### config.mk
export PLATFORM = sky130hd
export DESIGN_NAME = ex_wb_stage
export DESIGN_NICKNAME = d
export VERILOG_FILES = /design/src/rtl/ex_wb_stage.sv
export SDC_FILE = /design/constraint.sdc
export NUM_CORES = 2
export LEC_CHECK = 0
export CAP_MARGIN = 20
export CORE_MARGIN = 3
export CORE_UTILIZATION = 50
export DETAILED_ROUTE_END_ITERATION = 16
export GPL_TIMING_DRIVEN = 0
export PLACE_DENSITY = 0.67
export REMOVE_ABC_BUFFERS = 1
export SLEW_MARGIN = 25
export SYNTH_ARGS = -nofsm -noshare
export SYNTH_HDL_FRONTEND = slang
export SYNTH_SLANG_ARGS = --single-unit
### constraint.sdc
create_clock -name clk -period 20.6 [get_ports clk]
set_input_delay 2.06 -clock clk [delete_from_list [all_inputs] [get_ports clk]]
set_output_delay 2.06 -clock clk [all_outputs]
set_load 0.02 [all_outputs]
### src/rtl/ex_wb_stage.sv
// ex_wb_stage
// Execute and write-back stages of a three-stage RV32I pipeline. Resolves
// operands from an internal 32x32 register file (with a W->E bypass), computes
// ALU/LUI/AUIPC/link results, resolves branches and jumps into a same-cycle
// redirect, runs loads/stores on a req/ack data-memory handshake and registers
// the result into W for the register-file write on the following edge.
//
// Ports:
//   clk, resetb                 pipeline clock, asynchronous active-low reset
//   ex_*                        decoded E-slot fields from fetch/decode
//   stall                       upstream must hold ex_* stable
//   redirect, redirect_pc       taken branch/jump and its target
//   dmem_req/we/addr/wdata/wstrb, dmem_ack, dmem_rdata
//                               data-memory handshake
//   exception                   sticky misaligned access or jump target
module ex_wb_stage (
  input  logic        clk,
  input  logic        resetb,
  input  logic        ex_valid,
  input  logic [31:0] ex_pc,
  input  logic [31:0] ex_imm,
  input  logic        ex_imm_sel,
  input  logic [4:0]  ex_src1_sel,
  input  logic [4:0]  ex_src2_sel,
  input  logic [4:0]  ex_dst_sel,
  input  logic [2:0]  ex_alu_op,
  input  logic        ex_subtype,
  input  logic        ex_memwr,
  input  logic        ex_mem2reg,
  input  logic        ex_alu,
  input  logic        ex_lui,
  input  logic        ex_auipc,
  input  logic        ex_jal,
  input  logic        ex_jalr,
  input  logic        ex_branch,
  output logic        stall,
  output logic        redirect,
  output logic [31:0] redirect_pc,
  output logic        dmem_req,
  output logic        dmem_we,
  output logic [31:0] dmem_addr,
  output logic [31:0] dmem_wdata,
  output logic [3:0]  dmem_wstrb,
  input  logic        dmem_ack,
  input  logic [31:0] dmem_rdata,
  output logic        exception
);

  localparam logic [0:0] ST_IDLE = 1'b0;
  localparam logic [0:0] ST_WAIT = 1'b1;

  logic [0:0]  state_q, state_d;
  logic        kill_q, kill_d;
  logic        exc_q, exc_d;
  logic        wb_we_q, wb_we_d;
  logic [4:0]  wb_dst_q, wb_dst_d;
  logic [31:0] wb_data_q, wb_data_d;
  logic [31:0] rf_q [32];
  logic [31:0] rf_d [32];

  logic [31:0] rs1_val, rs2_val, op2, alu_res, agu_sum, target, result;
  logic [31:0] rdata_shifted, load_val, wdata_int;
  logic [3:0]  wstrb_int;
  logic [4:0]  shamt;
  logic        live, br_taken, take, tgt_exc, mem_exc, mis, is_mem;
  logic        mem_active, stall_int, redirect_int;

  // Operand read with W->E bypass so a dependent instruction needs no bubble.
  always_comb begin
    rs1_val = '0;
    rs2_val = '0;
    if (ex_src1_sel != 5'd0)
      rs1_val = (wb_we_q && wb_dst_q == ex_src1_sel) ? wb_data_q : rf_q[ex_src1_sel];
    if (ex_src2_sel != 5'd0)
      rs2_val = (wb_we_q && wb_dst_q == ex_src2_sel) ? wb_data_q : rf_q[ex_src2_sel];
    op2   = ex_imm_sel ? ex_imm : rs2_val;
    shamt = op2[4:0];
  end

  always_comb begin
    alu_res = '0;
    case (ex_alu_op)
      3'd0: alu_res = ex_subtype ? rs1_val - op2 : rs1_val + op2;
      3'd1: alu_res = rs1_val << shamt;
      3'd2: alu_res = {31'd0, $signed(rs1_val) < $signed(op2)};
      3'd3: alu_res = {31'd0, rs1_val < op2};
      3'd4: alu_res = rs1_val ^ op2;
      3'd5: alu_res = ex_subtype ? $unsigned($signed(rs1_val) >>> shamt) : rs1_val >> shamt;
      3'd6: alu_res = rs1_val | op2;
      default: alu_res = rs1_val & op2;
    endcase
  end

  // Branch/jump resolution. A killed wrong-path instruction is treated as a bubble.
  always_comb begin
    br_taken = 1'b0;
    case (ex_alu_op)
      3'd0: br_taken = (rs1_val == rs2_val);
      3'd1: br_taken = (rs1_val != rs2_val);
      3'd4: br_taken = ($signed(rs1_val) < $signed(rs2_val));
      3'd5: br_taken = !($signed(rs1_val) < $signed(rs2_val));
      3'd6: br_taken = (rs1_val < rs2_val);
      3'd7: br_taken = !(rs1_val < rs2_val);
      default: br_taken = 1'b0;
    endcase
    live         = ex_valid && !kill_q;
    agu_sum      = rs1_val + ex_imm;
    target       = ex_jalr ? {agu_sum[31:1], 1'b0} : ex_pc + ex_imm;
    take         = ex_jal || ex_jalr || (ex_branch && br_taken);
    tgt_exc      = live && take && (target[1:0] != 2'b00);
    redirect_int = live && take && (target[1:0] == 2'b00);
  end

  // Load/store: alignment, strobes, lane replication and load extraction.
  always_comb begin
    is_mem     = ex_memwr || ex_mem2reg;
    mis        = ((ex_alu_op[1:0] == 2'd1) && agu_sum[0]) ||
                 ((ex_alu_op[1:0] == 2'd2) && (agu_sum[1:0] != 2'b00));
    mem_exc    = live && is_mem && mis;
    mem_active = live && is_mem && !mis;
    stall_int  = mem_active && !dmem_ack;
    case (ex_alu_op[1:0])
      2'd0: begin
        wstrb_int = 4'b0001 << agu_sum[1:0];
        wdata_int = {4{rs2_val[7:0]}};
      end
      2'd1: begin
        wstrb_int = 4'b0011 << agu_sum[1:0];
        wdata_int = {2{rs2_val[15:0]}};
      end
      default: begin
        wstrb_int = 4'b1111;
        wdata_int = rs2_val;
      end
    endcase
    rdata_shifted = dmem_rdata >> {agu_sum[1:0], 3'b000};
    case (ex_alu_op)
      3'd0: load_val = {{24{rdata_shifted[7]}}, rdata_shifted[7:0]};
      3'd1: load_val = {{16{rdata_shifted[15]}}, rdata_shifted[15:0]};
      3'd4: load_val = {24'd0, rdata_shifted[7:0]};
      3'd5: load_val = {16'd0, rdata_shifted[15:0]};
      default: load_val = dmem_rdata;
    endcase
  end

  // Next-state for W, kill, exception, memory FSM and register file.
  always_comb begin
    result = alu_res;
    if (ex_lui)                result = ex_imm;
    else if (ex_auipc)         result = ex_pc + ex_imm;
    else if (ex_jal || ex_jalr) result = ex_pc + 32'd4;
    else if (ex_mem2reg)       result = load_val;

    wb_we_d   = !stall_int && live && !tgt_exc && !mem_exc &&
                (ex_alu || ex_lui || ex_auipc || ex_jal || ex_jalr || ex_mem2reg) &&
                (ex_dst_sel != 5'd0);
    wb_dst_d  = ex_dst_sel;
    wb_data_d = result;
    kill_d    = stall_int ? kill_q : redirect_int;
    exc_d     = exc_q || tgt_exc || mem_exc;

    state_d = state_q;
    case (state_q)
      ST_IDLE: if (mem_active && !dmem_ack) state_d = ST_WAIT;
      default: if (dmem_ack) state_d = ST_IDLE;
    endcase

    rf_d = rf_q;
    if (wb_we_q) rf_d[wb_dst_q] = wb_data_q;
  end

  always_ff @(posedge clk or negedge resetb) begin
    if (!resetb) begin
      state_q   <= ST_IDLE;
      kill_q    <= 1'b0;
      exc_q     <= 1'b0;
      wb_we_q   <= 1'b0;
      wb_dst_q  <= '0;
      wb_data_q <= '0;
      for (int i = 0; i < 32; i++) rf_q[i] <= '0;
    end else begin
      state_q   <= state_d;
      kill_q    <= kill_d;
      exc_q     <= exc_d;
      wb_we_q   <= wb_we_d;
      wb_dst_q  <= wb_dst_d;
      wb_data_q <= wb_data_d;
      rf_q      <= rf_d;
    end
  end

  // Combinational outputs are forced low while reset is held, which also drops
  // an in-flight request immediately.
  assign stall       = resetb && stall_int;
  assign redirect    = resetb && redirect_int;
  assign redirect_pc = redirect ? target : '0;
  assign dmem_req    = resetb && mem_active;
  assign dmem_we     = dmem_req && ex_memwr;
  assign dmem_addr   = dmem_req ? agu_sum : '0;
  assign dmem_wdata  = dmem_we ? wdata_int : '0;
  assign dmem_wstrb  = dmem_we ? wstrb_int : '0;
  assign exception   = exc_q;

endmodule

==> impl_metrics.csv <==
group,metric,value,unit
outcome,result_of_the_run,"complete, no violations",
synthesis,top_cells_by_area_synth,"sky130_fd_sc_hd__dfrtp_1 37%, sky130_fd_sc_hd__mux2_2 16%, sky130_fd_sc_hd__mux4_2 12%",
sta,skew,67.5,ps
finish,final_instance_area,82800,sq um
critical_path,worstSetupPathType,"in -> out",
finish,layout-area-overhead-vs-synth,13.5,%
global_routing,wire_length_of_the_first_global_routing_pass,415000,um
clock_tree,cts.repair.resized,0,
clock_tree,clkTransAtPathRegs,60,ps
floorplanning,rows,139,
routing,viasPerCell,7.17,
synthesis,synth_edf_count,0,
synthesis,syn_inst,6479,
critical_path,cp_required,18540,ps
routing,routed-wl-met3,35800,um
clock_tree,ctsHtreeMaxLevel,3,
sta,setup-tns-final,0,ps
floorplanning,initial_utilization,0.506,
clock_tree,postCtsSetupBuffers,0,
routing,ant_nets,0,
floorplanning,die-height,388,um
synthesis,synth.cell_area,72900,sq um
clock_tree,hold_buffer_count_at_cts,0,
place,numPortBuffers,230,
routing,top_layer_used,"met5",
floorplanning,core-area,144000,sq um
clock_tree,clock_tree_from_tritoncts,"built",
routing,dr.first_iter.drc_count,7344,
routing,route.final.wire_length,290000,um
sta,unrepaired_setup_endpoints_after_global_routing,"false",
pwr,vdd.ir_drop.worst,72.0,uV
sta,period_share,0.715,
clock_tree,clk-insertion-delay-late,770,ps
sta,post-route-min-period,14730,ps
critical_path,worst-path-max-fanout,70,
critical_path,startpoint_type_of_the_worst_setup_path,"input port",
synthesis,yosys_register_bits,1064,
synthesis,yosysWarningCount,0,
routing,detail_route.first_pass.iterations,8,
floorplanning,floorplan.die_area,151000,sq um
sta,report.final.hold_viol_count,0,
sta,worst_hold_slack,515,ps
synthesis,synthDominantAreaCellType,"sky130_fd_sc_hd__dfrtp_1",
synthesis,netlist.area_leader.share,0.365,
critical_path,timing.critical_path.to_type,"output port",
finish,final-instance-count-excl-fill,8389,
pwr,cellPowerDensity,88.8,nW/um^2
global_routing,antenna_violations_before_repair,13,
global_routing,grt_remaining_overflow,0,
sta,achievable-frequency,67.9,MHz
worst_hold_path,min-delay-start,"rf_q[733]$_DFFE_PN0P_",
clock_tree,tritoncts.num_buffers,110,
critical_path,r2r-start,"wb_dst_q[3]$_DFF_PN0_",
clock_tree,clk_root_buffer_cell,"sky130_fd_sc_hd__clkbuf_16",
finish,num-nets-final,6715,
global_routing,grt_use_total,0.374,
floorplanning,num_io_pins,233,
critical_path,startpoint,"ex_src1_sel[1]",
sta,slew_headroom,0.150,
place,post-place-cells,8176,
global_routing,first_global_vias,58900,
worst_hold_path,worstHoldPathType,"reg -> reg",
routing,wl_met1,112000,um
synthesis,post-synth-top-count-cell,"sky130_fd_sc_hd__dfrtp_1",
synthesis,syn_area_per_cell,11.3,sq um
place,globalplace.congestion,1.08,
routing,drt_drc_violations_left,0,
floorplanning,die_w,388,um
sta,report.final.slew_viol_count,0,
synthesis,postSynth.asyncResetShare,1.00,
pwr,power.leakage,0.0367,uW
routing,dr_wl_met2,124000,um
job,drv_cap,0,
synthesis,postSynth.topFlopCell,"sky130_fd_sc_hd__dfrtp_1",
sta,worstMarginPinSlew,1270,ps
sta,setup-violations-final,0,
critical_path,cp.arrival,12670,ps
clock_tree,clockBufferDepth,3,
global_routing,grt_start_max_net_pins,138,
synthesis,synth-seq-area-share,0.365,
clock_tree,cts_sinks,1064,
synthesis,synth_common_cells,"1064 x sky130_fd_sc_hd__dfrtp_1, 1061 x sky130_fd_sc_hd__mux2_2, 478 x sky130_fd_sc_hd__mux2i_1",
finish,postLayoutCoreUtil,0.574,
routing,via_count,60100,
place,post_dp_cell_area,79000,sq um
synthesis,number_of_distinct_library_cell_variants_in_the_gate_level_netlist_after_synthesis,93,
finish,final_layout_size_suffix_gt1_frac,0.307,
place,detailed_place_hpwl,200000,um
routing,post_drt_wl_per_cell,34.5,um
==> report_power, final <==
part | leakage, uW | internal, uW | switching (uW) | total (uW)
logic | 0.0208 | 1120 | 1240 | 2360
registers | 0.0140 | 2530 | 416 | 2950
clock network | 0.00182 | 1160 | 887 | 2050
total | 0.0367 | 4810 | 2540 | 7350
==> layer usage <==
metal | vias up | global-route usage
li1 | 24400 | -
met1 | 30700 | 0.499
met2 | 4094 | 0.548
met3 | 943 | 0.117
met4 | 8 | 0.195
met5 | - | 0
==> cells in the final DEF, fill, tap and decap left out, types with 192 or more instances in the layout <==
| cell | Yosys | routed |
|---|---|---|
| sky130_fd_sc_hd__nor2_1 | 364 | 342 |
| sky130_fd_sc_hd__dfrtp_1 | 1064 | 1035 |
| sky130_fd_sc_hd__nand2_1 | 339 | 317 |
| sky130_fd_sc_hd__a21oi_1 | 386 | 383 |
| sky130_fd_sc_hd__ha_1 | 192 | 192 |
| sky130_fd_sc_hd__mux2i_1 | 478 | 478 |
| sky130_fd_sc_hd__mux4_2 | 395 | 395 |
| sky130_fd_sc_hd__clkdlybuf4s50_1 | 0 | 210 |
| sky130_fd_sc_hd__o21ai_0 | 209 | 206 |
| sky130_fd_sc_hd__mux2_2 | 1061 | 1061 |
==> logic make-up (layout without fill, tap and decap cells) <==
group                    Yosys count  in the layout  synth area share
other                              1             11         0.0000514
AO/OA/AOI/OAI                   1328           1328             0.121
adder cells (fa/ha/maj)          196            196            0.0340
buffers and inverters            721            718            0.0419
multiplexers                    1944           1944             0.355
AND/OR/NAND/NOR                 1109           1109            0.0697
flip-flops                      1064           1064             0.365
XOR/XNOR                         116            116            0.0139
==> flip-flops by register name, summed over array words and instances, names as in the netlist <==
signal,flops
exception,1
kill_q,1
rf_q,1024
wb_data_q,32
wb_dst_q,5
wb_we_q,1
==> critical path: stages <==
cell,delay (ps)
sky130_fd_sc_hd__buf_8,280
sky130_fd_sc_hd__buf_16,310
sky130_fd_sc_hd__buf_16,270
sky130_fd_sc_hd__buf_16,320
sky130_fd_sc_hd__or3_4,610
sky130_fd_sc_hd__buf_16,270
sky130_fd_sc_hd__nor3_2,830
sky130_fd_sc_hd__nor3_2,250
sky130_fd_sc_hd__buf_4,260
sky130_fd_sc_hd__buf_4,210
sky130_fd_sc_hd__a21oi_1,790
sky130_fd_sc_hd__inv_1,340
sky130_fd_sc_hd__ha_1,300
sky130_fd_sc_hd__inv_1,80
sky130_fd_sc_hd__fa_1,830
sky130_fd_sc_hd__nor2b_1,320
sky130_fd_sc_hd__o22ai_1,170
sky130_fd_sc_hd__nor3_1,330
sky130_fd_sc_hd__nand2_2,420
sky130_fd_sc_hd__inv_1,500
sky130_fd_sc_hd__nand2_2,260
sky130_fd_sc_hd__buf_12,240
sky130_fd_sc_hd__inv_1,290
sky130_fd_sc_hd__nand2_1,140
sky130_fd_sc_hd__a221oi_1,860
sky130_fd_sc_hd__clkdlybuf4s50_1,780
==> layout make-up <==
class / instances / area [sq um]
diodes: 9 / 22.5
clock buffers: 159 / 3220
clock inverters: 39 / 454
fillers: 11600 / 61400
inverters: 133 / 515
multi-input cells: 4695 / 43800
flip-flops and latches: 1064 / 26700
well taps: 1903 / 2380
repair buffers: 387 / 5750
==> through the flow <==
stage          worst slack (ps)  power [uW]
2_1_floorplan              8840        4340
3_3_place_gp             -43580        5270
3_5_place_dp               6130        5230
4_1_cts                    6080        7280
5_1_grt                    5760        7630
6_report                   5870        7350
==> worst paths after layout <==
kind / to / slack, ps / depth (start not counted)
max: dmem_wdata[31] / 5870 / 26
min: rf_q[733]$_DFFE_PN0P_ / 510 / 2
max reg2reg: wb_data_q[31]$_DFF_PN0_ / 11910 / 21
min reg2reg: rf_q[733]$_DFFE_PN0P_ / 510 / 2
max in group asynchronous: rf_q[613]$_DFFE_PN0P_ / 15980 / 7
min in group asynchronous: rf_q[856]$_DFFE_PN0P_ / 1130 / 1
Power figures use the tool's default switching activity.
